File: src/rtl/key_sweep_pkg.sv
// Shared types and default sizing for the key-sweep controller and its settle timer.
package key_sweep_pkg;

  localparam int DEF_KEY_W  = 2;
  localparam int DEF_PI_W   = 36;
  localparam int DEF_RESP_W = 7;
  localparam int DEF_SETTLE = 2;

  // Wide enough for any SETTLE in 1..15.
  localparam int TIMER_W = 4;

  typedef enum logic [2:0] {
    ST_IDLE,
    ST_APPLY,
    ST_SETTLE,
    ST_CAPTURE,
    ST_RESULT
  } state_e;

endpackage

File: src/rtl/key_sweep_timer.sv
// Settle timer: load a cycle count, count down to zero, pulse expire on the last counted cycle.
module key_sweep_timer
  import key_sweep_pkg::*;
(
  input  logic               clk,
  input  logic               rst_n,
  input  logic               load,
  input  logic [TIMER_W-1:0] load_val,
  output logic               expire
);

  logic [TIMER_W-1:0] cnt_q, cnt_d;

  always_comb begin
    // NOTE: defaulting every always_comb output first keeps latches from being inferred.
    cnt_d = cnt_q;
    if (load) begin
      cnt_d = load_val;
    end else if (cnt_q != '0) begin
      cnt_d = cnt_q - 1'b1;
    end
  end

  // NOTE: state flops use non-blocking assignment so every flop samples pre-edge values.
  always_ff @(posedge clk or negedge rst_n) begin
    if (!rst_n) begin
      cnt_q <= '0;
    end else begin
      cnt_q <= cnt_d;
    end
  end

  assign expire = (cnt_q == TIMER_W'(1));

endmodule

File: src/rtl/key_sweep_ctrl.sv
// Sweeps every key of a locked circuit against one oracle pattern and prunes the alive-key mask.
// Define KEY_SWEEP_SKIP_EN to skip keys already eliminated instead of re-testing them.
module key_sweep_ctrl
  import key_sweep_pkg::*;
#(
  parameter int KEY_W  = DEF_KEY_W,
  parameter int PI_W   = DEF_PI_W,
  parameter int RESP_W = DEF_RESP_W,
  parameter int SETTLE = DEF_SETTLE
) (
  input  logic                  clk,
  input  logic                  rst_n,
  input  logic                  pat_valid,
  output logic                  pat_ready,
  input  logic [PI_W-1:0]       pat_pi,
  input  logic [RESP_W-1:0]     pat_gold,
  output logic [PI_W-1:0]       pi_out,
  output logic [KEY_W-1:0]      key_out,
  input  logic [RESP_W-1:0]     resp_in,
  output logic                  res_valid,
  input  logic                  res_ready,
  output logic [2**KEY_W-1:0]   alive,
  output logic                  key_found,
  output logic                  no_key,
  input  logic                  clear_mask
);

  localparam int               NKEYS    = 2**KEY_W;
  localparam logic [KEY_W-1:0] LAST_KEY = KEY_W'(NKEYS - 1);

`ifdef KEY_SWEEP_SKIP_EN
  localparam bit SKIP_EN = 1'b1;
`else
  localparam bit SKIP_EN = 1'b0;
`endif

  state_e              state_q, state_d;
  logic [KEY_W-1:0]    k_q, k_d;
  logic [KEY_W-1:0]    key_out_q, key_out_d;
  logic [PI_W-1:0]     pi_q, pi_d;
  logic [RESP_W-1:0]   gold_q, gold_d;
  logic [NKEYS-1:0]    alive_q, alive_d;
  logic                no_key_q, no_key_d;
  logic                timer_load, timer_expire, mismatch;

  key_sweep_timer u_timer (
    .clk      (clk),
    .rst_n    (rst_n),
    .load     (timer_load),
    .load_val (TIMER_W'(SETTLE)),
    .expire   (timer_expire)
  );

  always_comb begin
    state_d    = state_q;
    k_d        = k_q;
    pi_d       = pi_q;
    gold_d     = gold_q;
    key_out_d  = key_out_q;
    timer_load = 1'b0;
    mismatch   = 1'b0;

    unique case (state_q)
      ST_IDLE: begin
        if (pat_valid) begin
          pi_d    = pat_pi;
          gold_d  = pat_gold;
          k_d     = '0;
          state_d = ST_APPLY;
        end
      end
      ST_APPLY: begin
        if (SKIP_EN && !alive_q[k_q]) begin
          if (k_q == LAST_KEY) state_d = ST_RESULT;
          else                 k_d     = k_q + 1'b1;
        end else begin
          timer_load = 1'b1;
          state_d    = ST_SETTLE;
        end
      end
      ST_SETTLE: begin
        if (timer_expire) state_d = ST_CAPTURE;
      end
      ST_CAPTURE: begin
        mismatch = (resp_in != gold_q);
        if (k_q == LAST_KEY) begin
          state_d = ST_RESULT;
        end else begin
          k_d     = k_q + 1'b1;
          state_d = ST_APPLY;
        end
      end
      ST_RESULT: begin
        if (res_ready) state_d = ST_IDLE;
      end
      default: state_d = ST_IDLE;
    endcase

    // A clear arriving with an eliminating capture overrides it.
    alive_d = alive_q;
    if (mismatch)   alive_d[k_q] = 1'b0;
    if (clear_mask) alive_d      = '1;
    no_key_d = clear_mask ? 1'b0 : (no_key_q || (alive_d == '0));

    if (SKIP_EN && (state_q == ST_IDLE) && pat_valid && (alive_d == '0)) begin
      state_d = ST_RESULT;
    end

    // key_out only moves to keys that are really applied, so skipped keys never reach the circuit.
    if ((state_d == ST_APPLY) && (!SKIP_EN || alive_d[k_d])) begin
      key_out_d = k_d;
    end
  end

  always_ff @(posedge clk or negedge rst_n) begin
    if (!rst_n) begin
      state_q   <= ST_IDLE;
      k_q       <= '0;
      key_out_q <= '0;
      pi_q      <= '0;
      gold_q    <= '0;
      alive_q   <= '1;
      no_key_q  <= 1'b0;
    end else begin
      state_q   <= state_d;
      k_q       <= k_d;
      key_out_q <= key_out_d;
      pi_q      <= pi_d;
      gold_q    <= gold_d;
      alive_q   <= alive_d;
      no_key_q  <= no_key_d;
    end
  end

  assign pat_ready = (state_q == ST_IDLE);
  assign res_valid = (state_q == ST_RESULT);
  assign pi_out    = pi_q;
  assign key_out   = key_out_q;
  assign alive     = alive_q;
  assign key_found = ($countones(alive_q) == 1);
  assign no_key    = no_key_q;

endmodule

File: config.mk
export PLATFORM = sky130hd
export DESIGN_NAME = key_sweep_ctrl
export DESIGN_NICKNAME = d
export VERILOG_FILES = /design/src/rtl/key_sweep_pkg.sv /design/src/rtl/key_sweep_timer.sv /design/src/rtl/key_sweep_ctrl.sv
export SDC_FILE = /design/constraint.sdc
export NUM_CORES = 1
export LEC_CHECK = 0
export CORE_UTILIZATION = 45
export CTS_BUF_LIST = sky130_fd_sc_hd__clkbuf_4
export DETAILED_ROUTE_END_ITERATION = 6
export PLACE_DENSITY = 0.83
export RECOVER_POWER = 50
export REMOVE_ABC_BUFFERS = 1
export SYNTH_ARGS = -nofsm -noshare
export SYNTH_HDL_FRONTEND = slang
export SYNTH_SLANG_ARGS = --single-unit
File: constraint.sdc
create_clock -name clk -period 2.85 [get_ports clk]
set_clock_uncertainty 0.05 [all_clocks]
set_input_delay 0.7125 -clock clk [delete_from_list [all_inputs] [get_ports clk]]
set_output_delay 0.7125 -clock clk [all_outputs]
set_load 0.02 [all_outputs]
==> results <==
- The number of different library cells used by synthesis comes to 31.
- The count of nets left with antenna violations once routing finished came out at 0.
- After synthesis, the cell types taking the most area are sky130_fd_sc_hd__dfrtp_1 54%, sky130_fd_sc_hd__nand2_1 20%, sky130_fd_sc_hd__dfstp_2 4.1%.
- The setup path with the least slack is of type reg -> out.
- Dividing the final minimum period by the clock period gives 1.067.
- The shortest clock period the worst path allows after layout is 3.041 ns.
- Headroom to the max-slew limit came out at 0.2158.
- The total stage count of the critical path is 7.
- The global routing met1 resource utilization is 0.2632.
- The final layout net count is 451.
- The worst supply voltage drop on vdd is 0.6255 mV.
- The power per cell area is 1018 nW/um^2.
- The analysis attributes to cell leakage a power of 1.795 nW.
- The depth of the worst hold-timing path is 2.
- The number of optimization iterations in the first detailed-route pass is 4.
- The flow ran to the end, but the final reports show violations.
- Of the total synthesized cell area, the portion taken by XOR and XNOR cells is 0.03088.
- The finished cells cover 3764 sq um.
- The count of buffers inserted at the top-level ports is 100.
- Of the total synthesized cell area, the portion taken by AND, OR, NAND and NOR gates is 0.2716.
- The first global-routing pass estimated 9991 um of wire.
- The overall routed net length is 5908 um.
- The worst reg2reg path startpoint is state_q[1]$_DFF_PN0_.
- The endpoint identified for the worst register-to-register timing path is gold_q[5]$_DFFE_PN0P_.
- Counting the buffers created by CTS gives 9.
- The number of vias per cell after detailed routing is 4.824.
- On the worst path, the slowest cell contributes a delay of 0.55 ns.
- The worst slack at placement is -0.3532 ns.
- The main combinational cell family by area after synthesis is simple AND/OR/NAND/NOR gates.
- The startpoint kind of the worst setup timing path is a flip-flop.
- The clock reaches the later pin of the worst-skew pair after 0.39 ns.
- The slowest stage of the critical path belongs to the cell sky130_fd_sc_hd__dfstp_2.
- The H-tree depth reported by CTS is 3.
- The detailed router placed 2,253 vias in this run.
- The number of hold buffers added after CTS is 0.
- The flop and latch count out of synthesis is 59.
- Measured in cells, the most critical reg-to-reg path has a length of 5.
- The die width is 77.32 um.
- The tool flagged a number of max-cap violations equal to 0.
- Traced cell by cell, the critical path runs through inv_2 -> fa_1 -> inv_2 -> ha_4 -> ha_4 -> nor3b_2 -> buf_4.
- The layer with the highest usage after global routing is met2.
- After synthesis, the share of cell area in mux cells is 0.
- In the routed design, unresolved DRC markers number 0.
- In the synthesized netlist, the number of instances is 283.
- The mean cell area of the mapped netlist is 9.019 sq um.
- STA puts the critical path data arrival time at 2.28 ns.
- Setup repair after global routing could not meet its margin everywhere.
- The floorplan step defined a die boundary enclosing 5978 sq um.
- The floorplan has 27 rows.
- Of all flip-flops after synthesis, the portion carrying an async set or reset was 1.000.
- After clock tree synthesis, the clock-pin slew on the worst setup and hold paths is 0.10 ns.
- The post-place instance area is 3657 sq um.
- The checks that failed: setup timing.
- The average wire length per cell after detail routing is 12.65 um.
- The final number of setup-violating endpoints is 1.
- The highest achievable clock rate is 328.8 MHz.
- Across all register-to-register paths, the minimum setup slack is 0.47 ns.
- The longest clock path from root to sink contains 2 buffers.
- The I/O pin count is 101.
- The cell sitting at the root of the clock tree is a sky130_fd_sc_hd__clkbuf_4.
- The number of max-slew violations in the final report is 0.
- The largest net degree at the start of global routing is 38.
- The netlist area before placement is 2552 sq um.
- The worst setup path is captured at a primary output.
- After the first detailed-routing iteration, the DRC count stood at 109.
- The final hold violation count is 0.
- The placed wire-length estimate is 4363 um.
- The buffers inserted during post-CTS setup optimization is 0.
- The register area share after synthesis is 0.5804.
- The all-layer global routing usage is 0.2168.
- After routing, the total negative slack on setup checks comes to -0.1915 ns.
- Once routing completed, OpenROAD measured the worst setup slack at -0.1915 ns.
- The number of antenna violations at the first check in global routing is 0.
- For this run, global-route usage on met2 was measured as 0.3513.
- STA puts the critical path data required time at 2.09 ns.
- The synthesized design contains 0 enable-type register cells.
- The warning count from the yosys run is 0.
- In the final layout, the share of cells above drive strength 1 is 0.08861.
- The met3 track utilization from global routing is 0.08452.
- The most used flip-flop cell after synthesis is sky130_fd_sc_hd__dfrtp_1.
- At the end of routability-driven placement, the weighted congestion stood at 0.7781.
- The critical path contains buffers and inverters numbering 3 combined.
- The share of synthesized area in the top cell type comes to 0.5392.
- Along the worst path, the maximum fanout reaches 2.
- The via count of the first global-routing pass is 2,234.
- The category of cells accounting for the largest share of critical-path delay is adder cells.
- TritonCTS built the clock tree.
- After global routing the overflow that remains totals 0.
- The number of antenna diodes in the final layout is 0.
- For this configuration, the core starts out at a cell density of 0.4664.
- The core outline area is 5473 sq um.
- The top cell type by total area after synthesis is sky130_fd_sc_hd__dfrtp_1.
- The fraction of the mapped netlist area in compound gates was 0.05049.
- The post-synthesis adder-cell area fraction is 0.03235.
- The worst hold path begins at pi_out[17]$_DFFE_PN0P_.
- The classification of the worst-slack hold path is reg -> reg.
- Relative to the synthesized area, the layout overhead comes to 47.45%.
- At the pin with the least slew margin, the transition time is 1.176 ns.
- The height of the chip is 77.32 um.
- The endpoint with the worst hold slack is pi_out[17]$_DFFE_PN0P_.
- Clock tree synthesis found a total of 59 sinks.
-- cell usage after synthesis, types with 4 or more instances --
master and number:
sky130_fd_sc_hd__nand2_1 138, sky130_fd_sc_hd__buf_2 7, sky130_fd_sc_hd__a21oi_1 9, sky130_fd_sc_hd__clkbuf_1 5, sky130_fd_sc_hd__dfrtp_1 55, sky130_fd_sc_hd__dfstp_2 4, sky130_fd_sc_hd__nor2_1 6, sky130_fd_sc_hd__ha_1 5
sky130_fd_sc_hd__nor3_1 5, sky130_fd_sc_hd__inv_1 9, sky130_fd_sc_hd__xnor2_1 6, sky130_fd_sc_hd__o21ai_0 5
-- worst max path at each step --
stage	from	to	slack, ns
after global routing	alive[3]$_DFF_PN1_	key_found	-0.27
after CTS	alive[0]$_DFF_PN1_	key_found	-0.22
after detailed placement	alive[0]$_DFF_PN1_	key_found	-0.35
final	alive[3]$_DFF_PN1_	key_found	-0.19
after floorplan	alive[0]$_DFF_PN1_	key_found	-0.09
after global placement	alive[0]$_DFF_PN1_	key_found	-0.27
-- flip-flops by register name, indices dropped and copies added (netlist names) --
name and cells:
no_key 1, key_out 2, u_timer.cnt_q 4, pi_out 36
k_q 2, state_q 3, alive 4, gold_q 7
-- logic make-up after synthesis --
kind of cell	count (synthesis)
fa+ha+maj	6
simple gates	167
xor+xnor	9
buf+inv	21
flops	59
compound gates	21
-- what timing repair did --
action                     CTS  global route
resized for setup           10             3
pin swaps                    2             3
setup endpoints to repair    1             1
-- per-stage QoR --
stage	hold slack (ns)	cells	util	power (mW)
2_1_floorplan	0.3669	271	-	2.456
3_3_place_gp	0.4068	451	0.6683	3.275
3_5_place_dp	0.4118	451	0.6683	3.352
6_report	0.4285	467	0.6877	3.832
4_1_cts	0.2238	467	0.6911	3.871
5_1_grt	0.4623	467	0.6877	4.121
-- where the power goes --
| group | leakage [nW] | switching (mW) | internal [mW] | total [mW] |
|---|---|---|---|---|
| logic | 1.00 | 1.01 | 0.878 | 1.89 |
| registers | 0.729 | 0.254 | 1.21 | 1.46 |
| clock network | 0.0657 | 0.300 | 0.181 | 0.481 |
| total | 1.80 | 1.57 | 2.27 | 3.83 |
-- tightest hold or removal path, delay by kind of cell (launching register included) --
kind	cells	cell delay, ns
simple gates	2	0.10
flops	1	0.35
-- per-layer routing --
metal	vias to the layer above	wire length [um]	part of all wire
met1	1069	2463	0.42
met4	0	91	0.015
met2	63	3000	0.51
li1	1112	-	-
met3	9	353	0.060
met5	-	0	0
-- area by class of cell --
| cell class | count | area [sq um] |
|---|---|---|
| multi-input combinational | 203 | 1008 |
| clock inverter | 6 | 32.53 |
| fill | 447 | 1709 |
| timing repair buffer | 108 | 1042 |
| clock buffer | 10 | 75.07 |
| tap | 72 | 90.09 |
| sequential | 59 | 1481 |
| inverter | 9 | 33.78 |
-- cell usage in the layout, fill, tap and decap left out, types with 2 or more instances in the layout --
cell type and count:
sky130_fd_sc_hd__nand2_1 138, sky130_fd_sc_hd__buf_4 6, sky130_fd_sc_hd__xnor2_1 6, sky130_fd_sc_hd__nand2b_1 3
sky130_fd_sc_hd__inv_1 6, sky130_fd_sc_hd__clkbuf_1 3, sky130_fd_sc_hd__nand3b_1 2, sky130_fd_sc_hd__xor2_1 3
sky130_fd_sc_hd__dfrtp_1 55, sky130_fd_sc_hd__nand4_1 3, sky130_fd_sc_hd__o21ai_0 5, sky130_fd_sc_hd__inv_2 3
sky130_fd_sc_hd__dfstp_2 4, sky130_fd_sc_hd__clkdlybuf4s50_1 97, sky130_fd_sc_hd__clkbuf_4 10, sky130_fd_sc_hd__a21oi_1 9
sky130_fd_sc_hd__clkinv_2 5, sky130_fd_sc_hd__nor3_1 5, sky130_fd_sc_hd__ha_4 2, sky130_fd_sc_hd__o22ai_1 2
sky130_fd_sc_hd__nor2_1 6, sky130_fd_sc_hd__ha_1 3
No activity file was read; power rests on OpenSTA's default activity.
==> patch 1: new RTL, same settings <==
Set the package constant `DEF_PI_W` to 32 (it was 36).
--- a/src/rtl/key_sweep_pkg.sv
+++ b/src/rtl/key_sweep_pkg.sv
@@ -2,7 +2,7 @@
 package key_sweep_pkg;
 
   localparam int DEF_KEY_W  = 2;
-  localparam int DEF_PI_W   = 36;
+  localparam int DEF_PI_W   = 32;
   localparam int DEF_RESP_W = 7;
   localparam int DEF_SETTLE = 2;
 
Ports: changed (resized pat_pi and pi_out); port bits go from 101 to 93. No check against the original RTL was run, so the function may have changed too.
==> patch 1 against the unedited design <==
The flow finishes with violations (capacitance limit, slew limit, setup timing). Cell area fell by 5.8%. First-iteration DRC count fell by 25%. Via count fell by 7.0%. Hold slack improved by 0.013 ns. Worst setup slack got worse by 0.011 ns. Maximum frequency fell by 0.36%. Power fell by 5.2%. Wire length fell by 8.3%. Register-to-register slack improved by 0.20 ns. Area after synthesis fell by 5.7%. Die area fell by 5.6%. Non-clock buffer count fell by 7. Sequential cell count fell by 4. Critical endpoint unchanged.
==> patch 1: results <==
export IMPL_run_status="finished, violations left"
export IMPL_violations="capacitance limit, slew limit, setup timing"
export IMPL_synth_xor_area_share_pct=3.276
export IMPL_placed_cells=426
export IMPL_yosys_top_cells_count="nand2_1 (126), dfrtp_1 (51), a21oi_1 (9), inv_1 (9)"
export IMPL_fin_tns_setup_ns=-0.2023
export IMPL_largest_reg_flops=32
export IMPL_hpwl_um=3974
export IMPL_p_leak_nw=1.671
export IMPL_netSwitchingFraction_pct=38.92
export IMPL_htreeDepth=2
export IMPL_avgSynthCellArea_um2=9.011
export IMPL_placed_area_mm2=0.003425
export IMPL_fin_ws_ns=-0.2023
export IMPL_grtUsageTotal_pct=20.78
export IMPL_vias_per_cell=4.827
export IMPL_layout_drive_gt1_share_pct=7.692
export IMPL_setup_viol=1
export IMPL_clk_insertion_delay_late_ns=0.37
export IMPL_clock_power_share_pct=14.1
export IMPL_tightest_slew_ns=1.558
export IMPL_slew_violations=31
export IMPL_total_power_mw=3.632
export IMPL_multi_input_area_um2=968.4
export IMPL_rr_endpoint="key_out[0]"
export IMPL_crit_start="alive[0]"
export IMPL_grt_start_max_net_pins=31
export IMPL_rrSetupSlack_ns=0.67
export IMPL_hold_slack_ns=0.4415
export IMPL_synth_compound_area_share_pct=5.356
export IMPL_synth_seq_area_share_pct=57.41
export IMPL_vdd_drop_max_uv=580.5
export IMPL_vias=2095
export IMPL_final_nets=420
export IMPL_hold_start="pi_out[1]"
export IMPL_min_to="pi_out[1]"
export IMPL_gp_congestion=0.7117
export IMPL_synth_fa_ha_area_share_pct=3.432
export IMPL_first_iter_violations=82
export IMPL_cts_buffers=5
export IMPL_drv_cap=1
export IMPL_portBuffers=92
[patch 1: changes by cell type in the layout (fill, tap and decap cells not counted), moves of 2 or more]
cell | unedited run | this run
nand2_1 | 138 | 126
clkdlybuf4s50_1 | 97 | 90
clkinv_2 | 5 | 0
bufinv_16 | 0 | 2
dfrtp_1 | 55 | 51
clkbuf_4 | 10 | 5
[patch 1: how the worst max path moves through the flow]
stage | end | slack (ns) | cells after the start
global route | key_found | -0.31 | 7
detailed placement | key_found | -0.35 | 7
finish | key_found | -0.20 | 7
global placement | key_found | -0.27 | 7
CTS | key_found | -0.19 | 7
floorplan | key_found | -0.09 | 6
[patch 1: kinds of logic after synthesis]
group                    after synthesis
buffers and inverters                 21
adder cells (fa/ha/maj)                6
flip-flops                            55
XOR/XNOR                               9
AND/OR/NAND/NOR                      155
AO/OA/AOI/OAI                         21
[patch 1: what timing repair did]
action | CTS | global route
endpoints found under the hold margin | 0 | 0
endpoints found under the setup margin | 1 | 1
hold buffers | 0 | 0
pin swaps | 3 | 3
gates resized for setup | 12 | 1
[patch 1: routing by layer]
layer  GRT usage [%]  wire (µm)  vias up
met5               0          0        -
met1           25.37       2276      985
met4           7.128         99        0
li1                -          -     1037
met2           35.84       2725       63
met3           5.355        316       10
[patch 1: worst max-delay path, stage by stage (launching register included)]
cell and delay [ns]:
dfstp_2 0.57, inv_2 0.04, fa_1 0.54, inv_2 0.05, ha_4 0.16, ha_4 0.22
nor3b_2 0.19, buf_4 0.17
[patch 1: cell type report]
type                    instances  share of cell area (%)
flip-flops and latches         55                   38.97
multi-input cells             191                   27.32
repair buffers                101                   27.32
well taps                      70                   2.471
clock inverters                 3                   1.906
clock buffers                   5                   1.059
inverters                       9                  0.9531
==> patch 2: new RTL, config.mk and constraints unchanged <==
Without the edit above. Re-encode `state_e` (5 states) as Gray code, 3 bits wide.
--- a/src/rtl/key_sweep_pkg.sv
+++ b/src/rtl/key_sweep_pkg.sv
@@ -10,11 +10,11 @@
   localparam int TIMER_W = 4;
 
   typedef enum logic [2:0] {
-    ST_IDLE,
-    ST_APPLY,
-    ST_SETTLE,
-    ST_CAPTURE,
-    ST_RESULT
+    ST_IDLE    = 3'b000,
+    ST_APPLY   = 3'b001,
+    ST_SETTLE  = 3'b011,
+    ST_CAPTURE = 3'b010,
+    ST_RESULT  = 3'b110
   } state_e;
 
 endpackage
Check against the original RTL: same outputs for any inputs over 10 cycles, from zero or initial values and one cycle with rst_n low; not proved beyond that.
==> patch 2 against the unedited design <==
The flow finishes with violations (capacitance limit, slew limit, setup timing). Cell area is 2.2% higher. Register-to-register slack worse by 0.05 ns. Sequential cell count stayed put. Maximum frequency is 0.89% higher. Area after synthesis is 1.1% higher. Worst setup slack better by 0.027 ns. Wire length is 5.3% lower. Power is 0.63% lower. Clock power is 52% higher. Global-route usage is 1.4 points lower. Via count is 15% lower.
==> patch 2: results <==
export IMPL_run_status="finished, violations left"
export IMPL_violations="capacitance limit, slew limit, setup timing"
export IMPL_hold_start="pi_out[9]"
export IMPL_setup_viol=1
export IMPL_yosys_top_cells_count="dfrtp_1 (55), mux2_1 (40), inv_1 (10)"
export IMPL_synth_seq_area_share_pct=57.42
export IMPL_hold_slack_ns=0.4424
export IMPL_grtUsageTotal_pct=20.28
export IMPL_crit_start="alive[0]"
export IMPL_pg_comb_mw=1.64
export IMPL_drv_cap=1
export IMPL_fin_tns_setup_ns=-0.1648
export IMPL_placed_cells=369
export IMPL_vdd_drop_max_uv=538.7
export IMPL_ys_types=33
export IMPL_crit_arrival_ns=2.25
export IMPL_instances_no_fill=385
export IMPL_yosys_top_cells_area="dfrtp_1 (53%), mux2_1 (17%), dfstp_2 (4.1%)"
export IMPL_placed_area_mm2=0.003674
export IMPL_grt_pass1_vias=2064
export IMPL_avgSynthCellArea_um2=12.84
export IMPL_final_nets=369
export IMPL_first_iter_violations=66
export IMPL_worstHoldPathCells=1
export IMPL_fin_ws_ns=-0.1648
export IMPL_use_met3_pct=6.941
export IMPL_wl_met2_um=2869
export IMPL_layout_drive_gt1_share_pct=10.86
export IMPL_vias=1920
export IMPL_slew_violations=31
export IMPL_synthMuxAreaShare_pct=18.77
export IMPL_tightest_slew_ns=1.576
export IMPL_rrSetupSlack_ns=0.42
export IMPL_p_leak_nw=1.660
export IMPL_fillers=416
export IMPL_synth_xor_area_share_pct=2.716
==> patch 2: cell types whose count changed in the layout (fill, tap and decap cells not counted), sizes merged, moves of 2 or more <==
cell,before,now
buf,6,4
bufinv,0,3
mux2,0,43
nand2,138,4
nand2b,3,6
nand4,3,6
nor2,6,9
o21ai,5,10
o22ai,2,0
or2,1,5
xnor2,6,8
xor2,3,0
==> patch 2: per-stage QoR <==
step	power (mW)	setup WS [ns]	util [%]
finish	3.808	-0.1648	69.83
global route	4.041	-0.2505	69.83
CTS	3.846	-0.1869	70.19
detailed placement	3.086	-0.2996	66.71
global placement	3.019	-0.2834	66.71
floorplan	2.292	-0.1142	-
==> patch 2: area by class of cell <==
cell class                 count  area, µm²  area share, %
inverter                      10      37.54         0.9762
timing repair buffer         106       1028          26.75
sequential                    59       1481          38.53
multi-input combinational    122       1033          26.88
tap                           72      90.09          2.343
clock buffer                   9      67.56          1.757
clock inverter                 7      106.4          2.766
